--- src/rtl/bu_lower_sched_if.sv ---
// Requester-side bundle for bu_lower_sched: operation requests with one-hot
// grant, plus the tagged result strobe returned to the requesters.
interface bu_lower_sched_if #(
    parameter int NUM_REQ = 4,
    parameter int ID_W    = 2
);
    logic [NUM_REQ-1:0]    req_valid;
    logic [NUM_REQ-1:0]    req_ready;
    logic [32*NUM_REQ-1:0] req_a;
    logic [32*NUM_REQ-1:0] req_b;
    logic [32*NUM_REQ-1:0] req_d;
    logic                  rsp_valid;
    logic [ID_W-1:0]       rsp_id;
    logic [31:0]           rsp_result;
    logic [3:0]            rsp_flags;

    modport master (
        output req_valid, req_a, req_b, req_d,
        input  req_ready, rsp_valid, rsp_id, rsp_result, rsp_flags
    );

    modport slave (
        input  req_valid, req_a, req_b, req_d,
        output req_ready, rsp_valid, rsp_id, rsp_result, rsp_flags
    );
endinterface

--- src/rtl/bu_lower_sched.sv ---
// Round-robin scheduler sharing one bu_lower (a-b)/d unit among NUM_REQ
// requesters; in-flight requester IDs ride a shift pipe matched to the unit.
module bu_lower_sched #(
    parameter int NUM_REQ = 4,
    parameter int ID_W    = 2,
    parameter int LATENCY = 13
) (
    input  logic        clock,
    input  logic        aclr,
    input  logic        enable,
    bu_lower_sched_if.slave sif,
    output logic [31:0] bu_data_a_sum,
    output logic [31:0] bu_data_b_sum,
    output logic [31:0] bu_datab_div,
    output logic        bu_data_in_flag,
    output logic        bu_clk_en,
    input  logic [31:0] bu_result,
    input  logic        bu_data_available,
    input  logic [3:0]  bu_flags,
    output logic        busy,
    output logic        seq_error
);
    localparam int IW = (NUM_REQ > 1) ? $clog2(NUM_REQ) : 1;
    localparam int GW = $clog2(LATENCY + 2);

    logic [ID_W-1:0]              rr_ptr;
    logic [ID_W-1:0]              issue_id;
    logic [NUM_REQ-1:0]           grant;
    logic                         grant_any;
    logic [IW-1:0]                gidx;
    logic [IW-1:0]                cand;
    logic [LATENCY-1:0]           trk_v;
    logic [LATENCY-1:0][ID_W-1:0] trk_id;
    logic [GW-1:0]                guard;

    // Scan starts one past the last winner, so a busy requester yields.
    always_comb begin
        grant     = '0;
        grant_any = 1'b0;
        gidx      = '0;
        cand      = '0;
        if (enable) begin
            for (int unsigned k = 1; k <= NUM_REQ; k++) begin
                cand = IW'((32'(rr_ptr) + k) % NUM_REQ);
                if (!grant_any && sif.req_valid[cand]) begin
                    grant[cand] = 1'b1;
                    gidx        = cand;
                    grant_any   = 1'b1;
                end
            end
        end
    end

    assign sif.req_ready = grant;
    assign bu_clk_en     = 1'b1;
    assign busy          = bu_data_in_flag | (|trk_v) | sif.rsp_valid;

    always_ff @(posedge clock or posedge aclr) begin
        if (aclr) begin
            rr_ptr          <= ID_W'(NUM_REQ - 1);
            issue_id        <= '0;
            bu_data_a_sum   <= '0;
            bu_data_b_sum   <= '0;
            bu_datab_div    <= '0;
            bu_data_in_flag <= 1'b0;
            trk_v           <= '0;
            trk_id          <= '0;
            sif.rsp_valid   <= 1'b0;
            sif.rsp_id      <= '0;
            sif.rsp_result  <= '0;
            sif.rsp_flags   <= '0;
            seq_error       <= 1'b0;
            guard           <= '0;
        end else begin
            bu_data_in_flag <= grant_any;
            if (grant_any) begin
                rr_ptr        <= ID_W'(gidx);
                issue_id      <= ID_W'(gidx);
                bu_data_a_sum <= sif.req_a[{gidx, 5'd0} +: 32];
                bu_data_b_sum <= sif.req_b[{gidx, 5'd0} +: 32];
                bu_datab_div  <= sif.req_d[{gidx, 5'd0} +: 32];
            end

            // Never stalls: the unit's own valid shifter runs regardless of clk_en.
            trk_v  <= {trk_v[LATENCY-2:0], bu_data_in_flag};
            trk_id <= {trk_id[LATENCY-2:0], issue_id};

            sif.rsp_valid <= trk_v[LATENCY-1];
            if (trk_v[LATENCY-1]) begin
                sif.rsp_id     <= trk_id[LATENCY-1];
                sif.rsp_result <= bu_result;
                sif.rsp_flags  <= bu_flags;
            end

            // Unit strobes left over from before aclr are not flagged until the guard saturates.
            if (guard != GW'(LATENCY + 1)) begin
                guard <= guard + 1'b1;
            end else if (bu_data_available != trk_v[LATENCY-1]) begin
                seq_error <= 1'b1;
            end
        end
    end
endmodule

--- src/flat_wrapper.sv ---
// flat-port wrapper written by rule: the top's interface ports become plain ports
module bu_lower_sched_flat 
#(
    parameter int NUM_REQ = 4,
    parameter int ID_W    = 2,
    parameter int LATENCY = 13
)
  (clock, aclr, enable, bu_data_a_sum, bu_data_b_sum, bu_datab_div, bu_data_in_flag, bu_clk_en, bu_result, bu_data_available, bu_flags, busy, seq_error, sif_req_valid, sif_req_a, sif_req_b, sif_req_d, sif_req_ready, sif_rsp_valid, sif_rsp_id, sif_rsp_result, sif_rsp_flags);
  bu_lower_sched_if #(.NUM_REQ(NUM_REQ), .ID_W(ID_W)) sif_i ();
  input  logic clock;
  input  logic aclr;
  input  logic enable;
  output logic [31:0] bu_data_a_sum;
  output logic [31:0] bu_data_b_sum;
  output logic [31:0] bu_datab_div;
  output logic bu_data_in_flag;
  output logic bu_clk_en;
  input  logic [31:0] bu_result;
  input  logic bu_data_available;
  input  logic [3:0] bu_flags;
  output logic busy;
  output logic seq_error;
  input wire logic [$bits(sif_i.req_valid)-1:0] sif_req_valid;
  input wire logic [$bits(sif_i.req_a)-1:0] sif_req_a;
  input wire logic [$bits(sif_i.req_b)-1:0] sif_req_b;
  input wire logic [$bits(sif_i.req_d)-1:0] sif_req_d;
  output wire logic [$bits(sif_i.req_ready)-1:0] sif_req_ready;
  output wire logic [$bits(sif_i.rsp_valid)-1:0] sif_rsp_valid;
  output wire logic [$bits(sif_i.rsp_id)-1:0] sif_rsp_id;
  output wire logic [$bits(sif_i.rsp_result)-1:0] sif_rsp_result;
  output wire logic [$bits(sif_i.rsp_flags)-1:0] sif_rsp_flags;
  assign sif_i.req_valid = sif_req_valid;
  assign sif_i.req_a = sif_req_a;
  assign sif_i.req_b = sif_req_b;
  assign sif_i.req_d = sif_req_d;
  assign sif_req_ready = sif_i.req_ready;
  assign sif_rsp_valid = sif_i.rsp_valid;
  assign sif_rsp_id = sif_i.rsp_id;
  assign sif_rsp_result = sif_i.rsp_result;
  assign sif_rsp_flags = sif_i.rsp_flags;
  bu_lower_sched #(.NUM_REQ(NUM_REQ), .ID_W(ID_W), .LATENCY(LATENCY)) u_core (.clock(clock), .aclr(aclr), .enable(enable), .sif(sif_i), .bu_data_a_sum(bu_data_a_sum), .bu_data_b_sum(bu_data_b_sum), .bu_datab_div(bu_datab_div), .bu_data_in_flag(bu_data_in_flag), .bu_clk_en(bu_clk_en), .bu_result(bu_result), .bu_data_available(bu_data_available), .bu_flags(bu_flags), .busy(busy), .seq_error(seq_error));
endmodule
--- config.mk ---
export PLATFORM = sky130hd
export DESIGN_NAME = bu_lower_sched_flat
export DESIGN_NICKNAME = d
export VERILOG_FILES = /design/src/rtl/bu_lower_sched_if.sv /design/src/rtl/bu_lower_sched.sv /design/src/flat_wrapper.sv
export SDC_FILE = /design/constraint.sdc
export NUM_CORES = 1
export LEC_CHECK = 0
export BUFFER_PORTS_ARGS = -buffer_cell sky130_fd_sc_hd__clkbuf_2
export CELL_PAD_IN_SITES_DETAIL_PLACEMENT = 1
export CELL_PAD_IN_SITES_GLOBAL_PLACEMENT = 1
export CORE_AREA = 2 2 224 226
export CTS_BUF_LIST = sky130_fd_sc_hd__clkbuf_16
export DETAILED_ROUTE_END_ITERATION = 12
export DIE_AREA = 0 0 226 228
export GPL_ROUTABILITY_DRIVEN = 1
export PLACE_DENSITY_LB_ADDON = 0.1
export SLEW_MARGIN = 20
export SYNTH_ARGS = -nofsm -noshare
export SYNTH_HDL_FRONTEND = slang
export SYNTH_SLANG_ARGS = --single-unit
--- constraint.sdc ---
create_clock -name clock -period 5.7 [get_ports clock]
set_input_delay 0 -clock clock [delete_from_list [all_inputs] [get_ports clock]]
set_output_delay 0 -clock clock [all_outputs]
set_load 0.01 [all_outputs]
# Yosys cells after proc, flatten, opt, wreduce, memory -nomap -nowiden

Index checks and enable logic that the tools add are counted.
Widths: inputs -> output; s select.

Mux-type cells: 37
Add/sub/neg operators: 5
Reductions and logical operators: 12
Eq/ne operators: 2
Bitwise logic cells: 6
Shift operators: 3
Order comparisons: 8

Operator list:

| operator            | count |
|---|---|
| $shiftx 128x8->32   | 3 |
| $mux 4              | 8 |
| $mux 1              | 16 |
| $reduce_or 13->1    | 1 |
| $lt 2x3->1 const B  | 4 |
| $or 4x4->4          | 3 |
| $mux 2              | 5 |
| $bmux 1 s2          | 4 |
| $demux 1 s2         | 4 |
| $ge 2x1->1 const B  | 4 |
| $logic_and 1x1->1   | 7 |
| $add 2x1->2 const B | 2 |
| $add 2x2->2 const B | 2 |
| $add 4x1->4 const B | 1 |
| $ne 4x4->1 const B  | 1 |
| $logic_not 1->1     | 3 |
| $or 1x1->1          | 2 |
| $reduce_and 2->1    | 1 |
| $ne 1x1->1          | 1 |
| $not 1->1           | 1 |

Output and inout port bits: 143
Bits of input ports: 428
Logic and storage cells: 99
Flip-flop bits (word level): 184

# Depth between registers and ports, before layout

Gate-level depths: netlist of the first run.

Depth in word-level cells: 18
Depth in mapped cells: 14
Depth with buffers taken out: 8

# Worst setup path before layout of the first run

OpenSTA, ideal clock, no wires.

Kind: register to register
From: reg u_core.rr_ptr[0]
To: reg u_core.bu_data_a_sum[10]
Clock period less this slack: 3.278 ns
Library setup time: 0.121 ns
Path buffers: 4
Required time: 5.579 ns
Arrival: 3.157 ns
Cell stages (with the launch flop): 13
Slack: 2.422 ns
Cell sequence: dfstp_2 buf_2 inv_1 ha_1 buf_6 mux4_2 nor2b_4 o32a_4 o21ai_4 buf_4 buf_2 nand2_1 a22o_1

Longest elaborated chain between the ends: 18
Elaborated cells between the ends (all ways): 32
Those cells by class: add/sub (4); shift (1); mux (21); reduce/logical (6)

RTL lines:

| element                      | RTL line             | text |
|---|---|---|
| from (decl)                  | bu_lower_sched.sv:26 | `logic [ID_W-1:0] rr_ptr;` |
| from (signal assigned)       | bu_lower_sched.sv:60 | `rr_ptr <= ID_W'(NUM_REQ - 1);` |
| from (signal assigned)       | bu_lower_sched.sv:77 | `rr_ptr <= ID_W'(gidx);` |
| $add 2x1->2                  | bu_lower_sched.sv:44 | `cand = IW'((32'(rr_ptr) + k) % NUM_REQ);` |
| $bmux 1 s2                   | bu_lower_sched.sv:45 | `if (!grant_any && sif.req_valid[cand]) begin` |
| $mux 1 (implied by the code) | bu_lower_sched.sv:45 |  |
| $mux 1                       | bu_lower_sched.sv:45 |  |
| $mux 1                       | bu_lower_sched.sv:42 | `if (enable) begin` |
| $logic_not 1->1              | bu_lower_sched.sv:45 |  |
| $logic_and 1x1->1            | bu_lower_sched.sv:45 |  |
| $mux 1                       | bu_lower_sched.sv:45 |  |
| [... 2 more ...]             | n/a                  |  |
| $logic_and 1x1->1            | bu_lower_sched.sv:45 |  |
| $mux 1                       | bu_lower_sched.sv:45 |  |
| $mux 1                       | bu_lower_sched.sv:42 |  |
| $logic_not 1->1              | bu_lower_sched.sv:45 |  |
| $logic_and 1x1->1            | bu_lower_sched.sv:45 |  |
| $mux 2                       | bu_lower_sched.sv:45 |  |
| $mux 2                       | bu_lower_sched.sv:42 |  |
| $shiftx 128x8->32            | bu_lower_sched.sv:79 | `bu_data_a_sum <= sif.req_a[{gidx, 5'd0} +: 32];` |
| to (signal assigned)         | bu_lower_sched.sv:79 |  |
| to (decl)                    | bu_lower_sched.sv:12 | `output logic [31:0] bu_data_a_sum,` |

Parallel ways exist; a longest one is shown, timed or not. The select of a mux whose other input is x is not followed.
A chain may end at the register's enable or synchronous reset.

# Final worst setup path of the first run

From: reg u_core.rr_ptr[0]
To: reg u_core.bu_datab_div[12]

Longest elaborated chain between the ends: 18
Elaborated cells between the ends (all ways): 32
Those cells by class: add/sub (4); shift (1); mux (21); reduce/logical (6)

RTL lines:

| element                      | RTL line             | text |
|---|---|---|
| $add 2x1->2                  | bu_lower_sched.sv:44 |  |
| $bmux 1 s2                   | bu_lower_sched.sv:45 |  |
| $mux 1 (implied by the code) | bu_lower_sched.sv:45 |  |
| $mux 1                       | bu_lower_sched.sv:45 |  |
| $mux 1                       | bu_lower_sched.sv:42 |  |
| $logic_not 1->1              | bu_lower_sched.sv:45 |  |
| $logic_and 1x1->1            | bu_lower_sched.sv:45 |  |
| $mux 1                       | bu_lower_sched.sv:45 |  |
| [... 2 more ...]             | n/a                  |  |
| $logic_and 1x1->1            | bu_lower_sched.sv:45 |  |
| $mux 1                       | bu_lower_sched.sv:45 |  |
| $mux 1                       | bu_lower_sched.sv:42 |  |
| $logic_not 1->1              | bu_lower_sched.sv:45 |  |
| $logic_and 1x1->1            | bu_lower_sched.sv:45 |  |
| $mux 2                       | bu_lower_sched.sv:45 |  |
| $mux 2                       | bu_lower_sched.sv:42 |  |
| $shiftx 128x8->32            | bu_lower_sched.sv:81 | `bu_datab_div <= sif.req_d[{gidx, 5'd0} +: 32];` |
| to (signal assigned)         | bu_lower_sched.sv:81 |  |
| to (decl)                    | bu_lower_sched.sv:14 | `output logic [31:0] bu_datab_div,` |

Parallel ways exist; a longest one is shown, timed or not. The select of a mux whose other input is x is not followed.

==> flow_metrics.tcl, run 1 <==
set metrics [dict create \
    status "finished, final reports clean" \
    dieWidth_um 226 \
    fillers 5701 \
    clk_path_buf_depth 2 \
    synthArstFlopShare 1.00 \
    synth_top_flop_cell "dfrtp_1" \
    synth_warnings 0 \
    grt_pass1_vias 11200 \
    wl_met2_um 22400 \
    fp.dieH_um 228 \
    insertion_delay_ps 450 \
    synth_nets 1305 \
    slowest_delay_ps 790 \
    wl_met3_um 3050 \
    wirelength_met1_um 17800 \
    cts_setup_buffers 0 \
    setup_viol 0 \
    cts_tree "yes" \
    ys_types 39 \
    path_class "reg2reg" \
    avgSynthCellArea_um2 11.5 \
    rsz0062_at_grt "false" \
    fin_setup_tns_ps 0 \
    worstPathCellList "inv_1 > ha_1 > mux4_2 > nor3_1 > and2_1 > o21a_4 > buf_4 > a21oi_1 > a22o_1 > dlygate4sd3_1" \
    antenna_found_initial 3 \
    start_util 0.202 \
    rows 82 \
    arrival_ps 5160 \
    synth_commonest_cells "mux2i_1, dfrtp_1, nand2_1, a22o_1, a21oi_1" \
    hold_ws_ps 14.8 \
    path_max_fanout 41 \
    synth_top_cell_area_share 0.457 \
    clk_pin_slew_ps 80 \
    viasPerCell 4.26 \
    required_ps 6040 \
    wl_um 44500 \
    critPathSlowestCell "dfstp_2" \
    grt_pass1_wl_um 66600 \
    synth-edff-count 0 \
    drc 0 \
    topRoutingLayerUsed "met5" \
    hp-class "in2reg" \
    grt_max_degree 157 \
    dpl.hpwl_um 33300 \
    power_density_nw_per_um2 466 \
    cts_buffers 17 \
    period_needed_ps 4820 \
    p_leak_nw 9.04 \
    pre_cts_ws_ps 1380 \
    drive_gt1_frac 0.416 \
    gp_congestion 0.783 \
    cp-end-kind "flip-flop" \
    synthTopCellsByArea "dfrtp_1, mux2i_1, a22o_1" \
    worstMarginPinSlew_ps 1010 \
    syn_to_final_growth_pct 69.4 \
    finClkSkew_ps 10.8 \
    irDropWorstVdd_v 0.000280 \
    final_nets 2123 \
    synth_cells 867 \
    wl_per_cell_um 18.8 \
    final_max_slew_viol_count 0 \
    portBuffers 569 \
    cts.sinks 184 \
    max-cap-violations 0 \
    synth_top_cell_by_area "dfrtp_1" \
    cp-start-kind "flip-flop" \
    grt_remaining_overflow 0 \
    cts_max_level 4 \
    max_clock_freq_mhz 207 \
    vias 10100 \
    ant_nets 0 \
    slew_headroom 0.325 \
    core_region_area_um2 49300 \
    synth.ff_latch_count 184 \
    netlist_area_um2 9970 \
    yosysMostFrequentCell "mux2i_1" \
    post-route-period-util 0.846 \
    synth_seq_area_share 0.462 \
    final_hold_viol_count 0 \
    drt_iter0_markers 318 \
    ios 571 \
    dieArea_um2 51500 \
    first_pass_iters 4 \
    grt_usage 0.171 \
    setup_ws_ps 877 \
    cts-root-buf "clkbuf_16" \
]
[worst paths after layout]
kind / startpoint / end / slack, ps / depth (start not counted)
max: u_core.rr_ptr[0]$_DFFE_PP1P_ / u_core.bu_datab_div[12]$_DFFE_PP0P_ / 880 / 10
min: sif_req_a[20] / u_core.bu_data_a_sum[20]$_DFFE_PP0P_ / 10 / 4
max reg2reg: u_core.rr_ptr[0]$_DFFE_PP1P_ / u_core.bu_datab_div[12]$_DFFE_PP0P_ / 880 / 10
min reg2reg: u_core.trk_id[16]$_DFF_PP0_ / u_core.trk_id[18]$_DFF_PP0_ / 350 / 0
max in group asynchronous: aclr / u_core.bu_data_b_sum[0]$_DFFE_PP0P_ / 4180 / 4
min in group asynchronous: aclr / u_core.sif.rsp_result[25]$_DFFE_PP0P_ / 170 / 3
[area by class of cell]
cell class | count | area [um2] | share of cell area
diodes | 1 | 2.50 | 0.000148
clock buffers | 17 | 425 | 0.0252
clock inverters | 15 | 143 | 0.00845
inverters | 6 | 30.0 | 0.00178
multi-input cells | 603 | 4930 | 0.292
flip-flops and latches | 184 | 4610 | 0.273
well taps | 672 | 841 | 0.0498
repair buffers | 873 | 5910 | 0.350
[through the flow]
step / total power [mW] / util / cells / instance area (um2)
after floorplan: 4.63 / - / 867 / 9970
after global placement: 5.98 / 0.272 / 2047 / 13400
after detailed placement: 6.03 / 0.272 / 2047 / 13400
after CTS: 8.01 / 0.342 / 2370 / 16900
after global routing: 8.44 / 0.342 / 2371 / 16900
final: 7.86 / 0.342 / 2371 / 16900
[power by group]
part / total, mW / internal, mW / switching, mW
sequential: 2.22 / 1.86 / 0.354
combinational: 4.46 / 2.21 / 2.25
clock: 1.19 / 0.579 / 0.609
total: 7.86 / 4.65 / 3.21
[worst max-delay path: cells and delay by family (launching register included)]
family	cells	cell delay (ps)
adder cells (fa/ha/maj)	1	560
buffers and inverters	3	1210
AND/OR/NAND/NOR	2	510
multiplexers	1	610
AO/OA/AOI/OAI	3	980
flip-flops	1	790
[placed cells by master, fill, tap and decap left out, types with 2 or more instances in the layout]
| cell | instances |
|---|---|
| a21boi_0 | 2 |
| a21oi_1 | 59 |
| a21oi_2 | 40 |
| a22o_1 | 96 |
| a22oi_1 | 8 |
| and2_1 | 5 |
| buf_12 | 4 |
| buf_4 | 9 |
| clkbuf_16 | 17 |
| clkbuf_2 | 569 |
| clkinv_2 | 3 |
| clkinv_4 | 2 |
| clkinv_8 | 3 |
| dfrtp_1 | 181 |
| dfstp_2 | 2 |
| dlygate4sd3_1 | 291 |
| ha_1 | 10 |
| inv_1 | 5 |
| inv_6 | 4 |
| inv_8 | 3 |
| mux2_2 | 41 |
| mux2i_1 | 200 |
| mux4_2 | 3 |
| nand2_1 | 102 |
| nand2b_1 | 3 |
| nand3_1 | 2 |
| nor2_1 | 4 |
| nor3_1 | 3 |
| nor4_1 | 3 |
| o21ai_0 | 7 |
| xnor2_1 | 2 |
[timing repair]
| action | 4_1_cts | 5_1_grt |
|---|---|---|
| resized for setup | 0 | 0 |
| setup endpoints to repair | 0 | 0 |
| endpoints found under the hold margin | 206 | 0 |
| hold buffers | 291 | 0 |
[flip-flops by register name, summed over array words and instances, names as in the netlist]
| name | flops |
|---|---|
| u_core.bu_data_b_sum | 32 |
| u_core.bu_data_a_sum | 32 |
| u_core.guard | 4 |
| u_core.rr_ptr | 2 |
| u_core.sif.rsp_id | 2 |
| u_core.trk_id | 26 |
| u_core.trk_v | 13 |
| u_core.seq_error | 1 |
| u_core.sif.rsp_valid | 1 |
| u_core.sif.rsp_flags | 4 |
| u_core.bu_datab_div | 32 |
| u_core.sif.rsp_result | 32 |
| u_core.issue_id | 2 |
| u_core.bu_data_in_flag | 1 |
[metal layers]
metal,vias up,global-route usage
met1,4898,0.195
met2,350,0.303
li1,4797,-
met5,-,0
met4,4,0.0613
met3,56,0.0495
[kinds of logic after synthesis]
group	after synthesis	synth area share
compound gates	221	0.172
xor+xnor	2	0.00176
fa+ha+maj	10	0.0126
buf+inv	80	0.0456
flops	184	0.462
mux	244	0.254
other cells	1	0.000376
simple gates	125	0.0520
Note: power is estimated with default switching activity, not from simulation.
==> run 2, diff against run 1 <==
--- a/config.mk
+++ b/config.mk
@@ -5,13 +5,14 @@
 export SDC_FILE = /design/constraint.sdc
 export NUM_CORES = 1
 export LEC_CHECK = 0
+export ABC_AREA = 1
 export BUFFER_PORTS_ARGS = -buffer_cell sky130_fd_sc_hd__clkbuf_2
 export CELL_PAD_IN_SITES_DETAIL_PLACEMENT = 1
 export CELL_PAD_IN_SITES_GLOBAL_PLACEMENT = 1
-export CORE_AREA = 2 2 224 226
+export CORE_AREA = 2 2 223 225
 export CTS_BUF_LIST = sky130_fd_sc_hd__clkbuf_16
 export DETAILED_ROUTE_END_ITERATION = 12
-export DIE_AREA = 0 0 226 228
+export DIE_AREA = 0 0 225 227
 export GPL_ROUTABILITY_DRIVEN = 1
 export PLACE_DENSITY_LB_ADDON = 0.1
 export SLEW_MARGIN = 20
==> constraint.sdc (replaced) <==
create_clock -name clock -period 4.4 [get_ports clock]
set_input_delay 0 -clock clock [delete_from_list [all_inputs] [get_ports clock]]
set_output_delay 0 -clock clock [all_outputs]
set_load 0.01 [all_outputs]
==> run 2 against run 1 <==
Against the previous run: non-clock buffer count is 138 higher; combinational power is 110% higher; synthesized cell count is 63% higher; die area is 0.88% lower; setup slack worse by 540 ps; area after synthesis is 2.7% higher; sequential power is 29% higher; clock skew is 3.2 ps higher; clock power is 36% higher; final cell count is 25% higher; largest cell class unchanged; largest power group unchanged; highest routed layer unchanged.
==> flow_metrics.tcl, run 2 <==
set metrics [dict create \
    synth-edff-count 0 \
    intPower_mw 7.19 \
    cts_max_level 4 \
    ant_nets 0 \
    hp-class "in2reg" \
    synth_top_cell_area_share 0.445 \
    synth_nets 1849 \
    cts-root-buf "clkbuf_16" \
    r2r-end "u_core.bu_datab_div[17]$_DFFE_PP0P_" \
    synth_warnings 0 \
    grt_pass1_wl_um 81700 \
    synth_seq_area_share 0.450 \
    synth_top_flop_cell "dfrtp_1" \
    gp_congestion 0.802 \
    r2r_setup_slack_ps 340 \
    irDropWorstVdd_v 0.000972 \
    grt_max_degree 157 \
    worstMarginPinSlew_ps 850 \
    rsz0062_at_grt "false" \
    min_from "enable" \
    fp.dieH_um 227 \
    final_hold_viol_count 0 \
    pwr-share-seq 0.209 \
    start_util 0.211 \
    first_pass_iters 7 \
    synthTopCellsByArea "dfrtp_1, nand3_1, nand2_1" \
    synth_commonest_cells "nand2_1, nand3_1, dfrtp_1, buf_2, inv_1" \
    drive_gt1_frac 0.276 \
    max-cap-violations 0 \
    vias 13700 \
    final_common_cell "clkbuf_2" \
    cts.sinks 184 \
    avgSynthCellArea_um2 7.26 \
    final_nets 2767 \
    antenna_found_initial 14 \
    netlist_area_um2 10200 \
    finClkSkew_ps 14.0 \
    clk_pin_slew_ps 80 \
    status "finished, final reports clean" \
    post-place-cells 2507 \
    max_clock_freq_mhz 246 \
    power_density_nw_per_um2 745 \
    rr_worst_depth 15 \
    cp-end-kind "flip-flop" \
    dpl.hpwl_um 35900 \
    insertion_delay_ps 490 \
    path_class "reg2reg" \
    dieArea_um2 51100 \
    setup_viol 0 \
    drt_iter0_markers 655 \
    grt_usage 0.209 \
    path_max_fanout 36 \
    p_leak_nw 9.36 \
    grt_pass1_vias 14600 \
    fillers 6072 \
    power_switching_mw 6.52 \
    fin_setup_tns_ps 0 \
    final_cell_mix "clkbuf_2, nand2_1, nand3_1" \
    core_region_area_um2 48500 \
    hold_ws_ps 143 \
    viasPerCell 4.59 \
    synthArstFlopShare 1.00 \
    wl_um 54800 \
    cts_buffers 17 \
    yosysMostFrequentCell "nand2_1" \
    total_power_mw 13.7 \
    combPwrFrac 0.673 \
    swShare 0.476 \
    min_path_cells 5 \
    dieWidth_um 225 \
    grt_remaining_overflow 0 \
    synth_cells 1411 \
    period_needed_ps 4060 \
    synth_top_cell_by_area "dfrtp_1" \
    wl_per_cell_um 18.4 \
    drc 0 \
    rows 81 \
    synth.ff_latch_count 184 \
    cp-start-kind "flip-flop" \
    r2r_start "u_core.rr_ptr[0]$_DFFE_PP1P_" \
    cts_tree "yes" \
    portBuffers 569 \
    final_max_slew_viol_count 0 \
    clkPwrFrac 0.118 \
    clk_path_buf_depth 2 \
    slew_headroom 0.433 \
    required_ps 4790 \
    ys_types 32 \
    final-instance-count-excl-fill 2975 \
    ios 571 \
    whs_endpoint "u_core.bu_data_a_sum[11]$_DFFE_PP0P_" \
    syn_to_final_growth_pct 79.8 \
    arrival_ps 4450 \
    cts_resized 0 \
    post-route-period-util 0.923 \
]
run 2: routing by layer:
metal,GRT usage,vias up,share of wire
met5,0,-,0.00042
met4,0.104,4,0.043
met3,0.0547,132,0.060
met2,0.356,404,0.49
met1,0.242,6594,0.41
li1,-,6536,-
run 2: repair_timing:
action | CTS | global route
setup endpoints to repair | 0 | 2
buffers inserted | 0 | 2
hold endpoints to repair | 315 | 0
hold buffers | 420 | 0
run 2: area by class of cell:
class / count / area (um2) / share of cell area
flip-flops and latches: 184 / 4610 / 0.250
multi-input cells: 1091 / 4990 / 0.271
clock buffers: 17 / 425 / 0.0231
repair buffers: 1011 / 7290 / 0.396
inverters: 24 / 104 / 0.00564
clock inverters: 15 / 180 / 0.00979
diodes: 11 / 27.5 / 0.00150
well taps: 622 / 778 / 0.0423
run 2: logic make-up (layout without fill, tap and decap cells):
logic type,Yosys count,count (layout),synth area share
DFF,184,184,0.450
adders and majority gates,10,10,0.0122
other,1,12,0.000366
and+or+nand+nor,1054,1057,0.455
AOI/OAI and AO/OA,20,20,0.0114
xor gates and xnor gates,3,3,0.00257
buffers and inverters,139,1067,0.0688
run 2: worst max-delay path by stage:
stage                                       startpoint  slack [ps]                             endpoint  cells after the start
after floorplan           u_core.rr_ptr[0]$_DFFE_PP1P_        1980  u_core.bu_data_a_sum[9]$_DFFE_PP0P_                     14
after global placement    u_core.rr_ptr[0]$_DFFE_PP1P_         900  u_core.bu_data_b_sum[1]$_DFFE_PP0P_                     14
after detailed placement  u_core.rr_ptr[0]$_DFFE_PP1P_         870  u_core.bu_data_b_sum[5]$_DFFE_PP0P_                     14
after CTS                 u_core.rr_ptr[0]$_DFFE_PP1P_         100  u_core.bu_datab_div[17]$_DFFE_PP0P_                     15
after global routing      u_core.rr_ptr[0]$_DFFE_PP1P_          70  u_core.bu_datab_div[18]$_DFFE_PP0P_                     15
final                     u_core.rr_ptr[0]$_DFFE_PP1P_         340  u_core.bu_datab_div[17]$_DFFE_PP0P_                     15
run 2: power groups by stage:
stage / clock [mW] / combinational, mW / sequential (mW)
2_1_floorplan: 0 / 4.39 / 3.09
6_report: 1.62 / 9.23 / 2.86
4_1_cts: 1.72 / 9.07 / 2.88
3_5_place_dp: 0 / 7.00 / 2.90
5_1_grt: 1.77 / 10.3 / 2.97
3_3_place_gp: 0 / 6.94 / 2.88
run 2: worst max-delay path: stages (launching register included):
cell and delay [ps]:
dfstp_2 690, inv_4 130, ha_1 410, inv_1 120, nand3_1 100, nand2_1 130
o21ai_1 170, nand2_1 270, nand2_8 210, nand2_8 240, nand2_1 150, nand3_1 80
dlygate4sd3_1 590, nand3_1 70, dlygate4sd3_1 550, nand2_1 50
run 2: through the flow:
step                      instance area, um2  setup WS [ps]  utilization
after floorplan                        10200           1980            -
after global placement                 13500            896        0.279
after detailed placement               13500            872        0.279
after CTS                              18300            102        0.378
after global routing                   18400           72.4        0.379
final                                  18400            340        0.379
==> run 3, diff against run 2 <==
--- a/config.mk
+++ b/config.mk
@@ -5,14 +5,13 @@
 export SDC_FILE = /design/constraint.sdc
 export NUM_CORES = 1
 export LEC_CHECK = 0
-export ABC_AREA = 1
 export BUFFER_PORTS_ARGS = -buffer_cell sky130_fd_sc_hd__clkbuf_2
 export CELL_PAD_IN_SITES_DETAIL_PLACEMENT = 1
 export CELL_PAD_IN_SITES_GLOBAL_PLACEMENT = 1
-export CORE_AREA = 2 2 223 225
+export CORE_AREA = 2 2 221 223
 export CTS_BUF_LIST = sky130_fd_sc_hd__clkbuf_16
 export DETAILED_ROUTE_END_ITERATION = 12
-export DIE_AREA = 0 0 225 227
+export DIE_AREA = 0 0 223 225
 export GPL_ROUTABILITY_DRIVEN = 1
 export PLACE_DENSITY_LB_ADDON = 0.1
 export SLEW_MARGIN = 20
==> run 3 against run 2 <==
Against the previous run: maximum frequency down 3.0%; largest cell class unchanged; wire length down 15%; sequential share of layout area rose by 0.59 points; largest power group unchanged; final cell count fell by 18%; flip-flop and latch count is the same; core utilization decreased by 0.079 points; clock power is essentially flat; global-route usage fell by 2.4 points; die area shrank 1.8%; total power down 25%.
==> flow_metrics.tcl, run 3 (synthesized netlist as in run 1, its figures left out) <==
set metrics [dict create \
    first_pass_iters 4 \
    cts.sinks 184 \
    cp-start-kind "flip-flop" \
    dpl.hpwl_um 33400 \
    syn_to_final_growth_pct 80.5 \
    dieWidth_um 223 \
    grt_pass1_wl_um 70600 \
    dieArea_um2 50200 \
    max_clock_freq_mhz 239 \
    rsz0062_at_grt "false" \
    core_region_area_um2 47500 \
    viasPerCell 4.40 \
    antenna_found_initial 3 \
    r2r_setup_slack_ps 220 \
    detailed_place.area_um2 13500 \
    insertion_delay_ps 460 \
    grt_pass1_vias 11900 \
    cp-end-kind "flip-flop" \
    total_power_mw 10.3 \
    clk_pin_slew_ps 80 \
    regArea_um2 4610 \
    grt_usage 0.185 \
    period_needed_ps 4180 \
    post-place-cells 1999 \
    ant_nets 0 \
    cts-root-buf "clkbuf_16" \
    fin_setup_tns_ps 0 \
    power_density_nw_per_um2 570 \
    setup_viol 0 \
    wl_per_cell_um 19.2 \
    irDropWorstVdd_v 0.000353 \
    final_cell_mix "clkbuf_2, dlygate4sd3_1, mux2i_1" \
    pre_cts_ws_ps 608 \
    portBuffers 569 \
    path_max_fanout 12 \
    cts_buffers 17 \
    drive_gt1_frac 0.398 \
    ios 571 \
    rr_worst_depth 11 \
    clk_path_buf_depth 2 \
    hp-class "in2reg" \
    finClkSkew_ps 9.51 \
    setup_ws_ps 215 \
    final_max_slew_viol_count 0 \
    grt_max_degree 132 \
    fp.dieH_um 225 \
    grt_remaining_overflow 0 \
    critPathLaunch "u_core.rr_ptr[1]$_DFFE_PP1P_" \
    hold_ws_ps 10.8 \
    p_leak_nw 9.52 \
    r2r-end "u_core.bu_datab_div[21]$_DFFE_PP0P_" \
    slew_headroom 0.307 \
    path_class "reg2reg" \
    cts_tree "yes" \
    final-instance-count-excl-fill 2425 \
    required_ps 4740 \
    final_nets 2233 \
    gp_congestion 0.805 \
    status "finished, final reports clean" \
    vias 10700 \
    max-cap-violations 0 \
    drt_iter0_markers 332 \
    arrival_ps 4530 \
    fillers 5432 \
    final_hold_viol_count 0 \
    worstMarginPinSlew_ps 1040 \
    post-route-period-util 0.951 \
    final_common_cell "clkbuf_2" \
    wl_um 46700 \
    drc 0 \
    rows 80 \
    endpoint "u_core.bu_datab_div[21]$_DFFE_PP0P_" \
    final_util 0.378 \
    multi_input_area_um2 4930 \
    start_util 0.210 \
    design_area_um2 18000 \
    r2r_start "u_core.rr_ptr[1]$_DFFE_PP1P_" \
    cts_max_level 4 \
]
[run 3: cell types whose count changed in the layout (fill, tap and decap cells not counted), sizes merged, moves of 9 or more]
| cell | change |
|---|---|
| diode | -9 |
| dlygate4sd3 | -30 |
| a22o | +96 |
| mux2 | +41 |
| nand2 | -446 |
| mux2i | +200 |
| a21oi | +91 |
| inv | -17 |
| nand3 | -493 |
[run 3: how the worst min path moves through the flow]
stage,from,endpoint,slack [ps],cells after the start
final,sif_req_d[124],u_core.bu_datab_div[28]$_DFFE_PP0P_,10,4
after global routing,sif_req_d[68],u_core.bu_datab_div[4]$_DFFE_PP0P_,30,4
after CTS,sif_req_d[86],u_core.bu_datab_div[22]$_DFFE_PP0P_,0.3,4
after floorplan,enable,sif_req_ready[0],140,1
after global placement,bu_flags[0],u_core.sif.rsp_flags[0]$_DFFE_PP0P_,240,2
after detailed placement,bu_result[8],u_core.sif.rsp_result[8]$_DFFE_PP0P_,240,2
[run 3: metal layers]
| metal | routed length [um] | GRT usage | vias up | part of all wire |
|---|---|---|---|---|
| met5 | 13 | 0 | - | 0.00028 |
| li1 | - | - | 5024 | - |
| met2 | 24300 | 0.337 | 367 | 0.52 |
| met4 | 1040 | 0.0619 | 2 | 0.022 |
| met1 | 18600 | 0.210 | 5232 | 0.40 |
| met3 | 2730 | 0.0460 | 46 | 0.059 |
[run 3: timing repair]
item / CTS / global route
endpoints found under the hold margin: 315 / 0
hold buffers: 390 / 0
gates resized for setup: 0 / 1
setup buffers: 0 / 2
setup endpoints to repair: 0 / 8
[run 3: power breakdown]
group	internal [mW]	leakage (nW)	total, mW	switching (mW)
Combinational	2.84	7.03	5.76	2.92
Sequential	2.41	2.19	2.84	0.430
Clock	0.866	0.306	1.65	0.787
Total	6.11	9.52	10.3	4.14
[run 3: area by class of cell]
cell class / instances / area share
inverters: 6 / 0.00146
diodes: 2 / 0.000278
flip-flops and latches: 184 / 0.256
well taps: 615 / 0.0428
multi-input cells: 603 / 0.274
clock buffers: 17 / 0.0236
clock inverters: 15 / 0.0103
repair buffers: 983 / 0.392
[run 3: worst max-delay path, stage by stage, from the launching register on]
cell	delay, ps
dfstp_2	700
inv_1	180
ha_2	490
mux2_2	360
o211ai_1	270
o2111ai_4	240
buf_4	250
mux2i_1	200
dlygate4sd3_1	580
nand2_1	60
a22o_1	180
dlygate4sd3_1	550
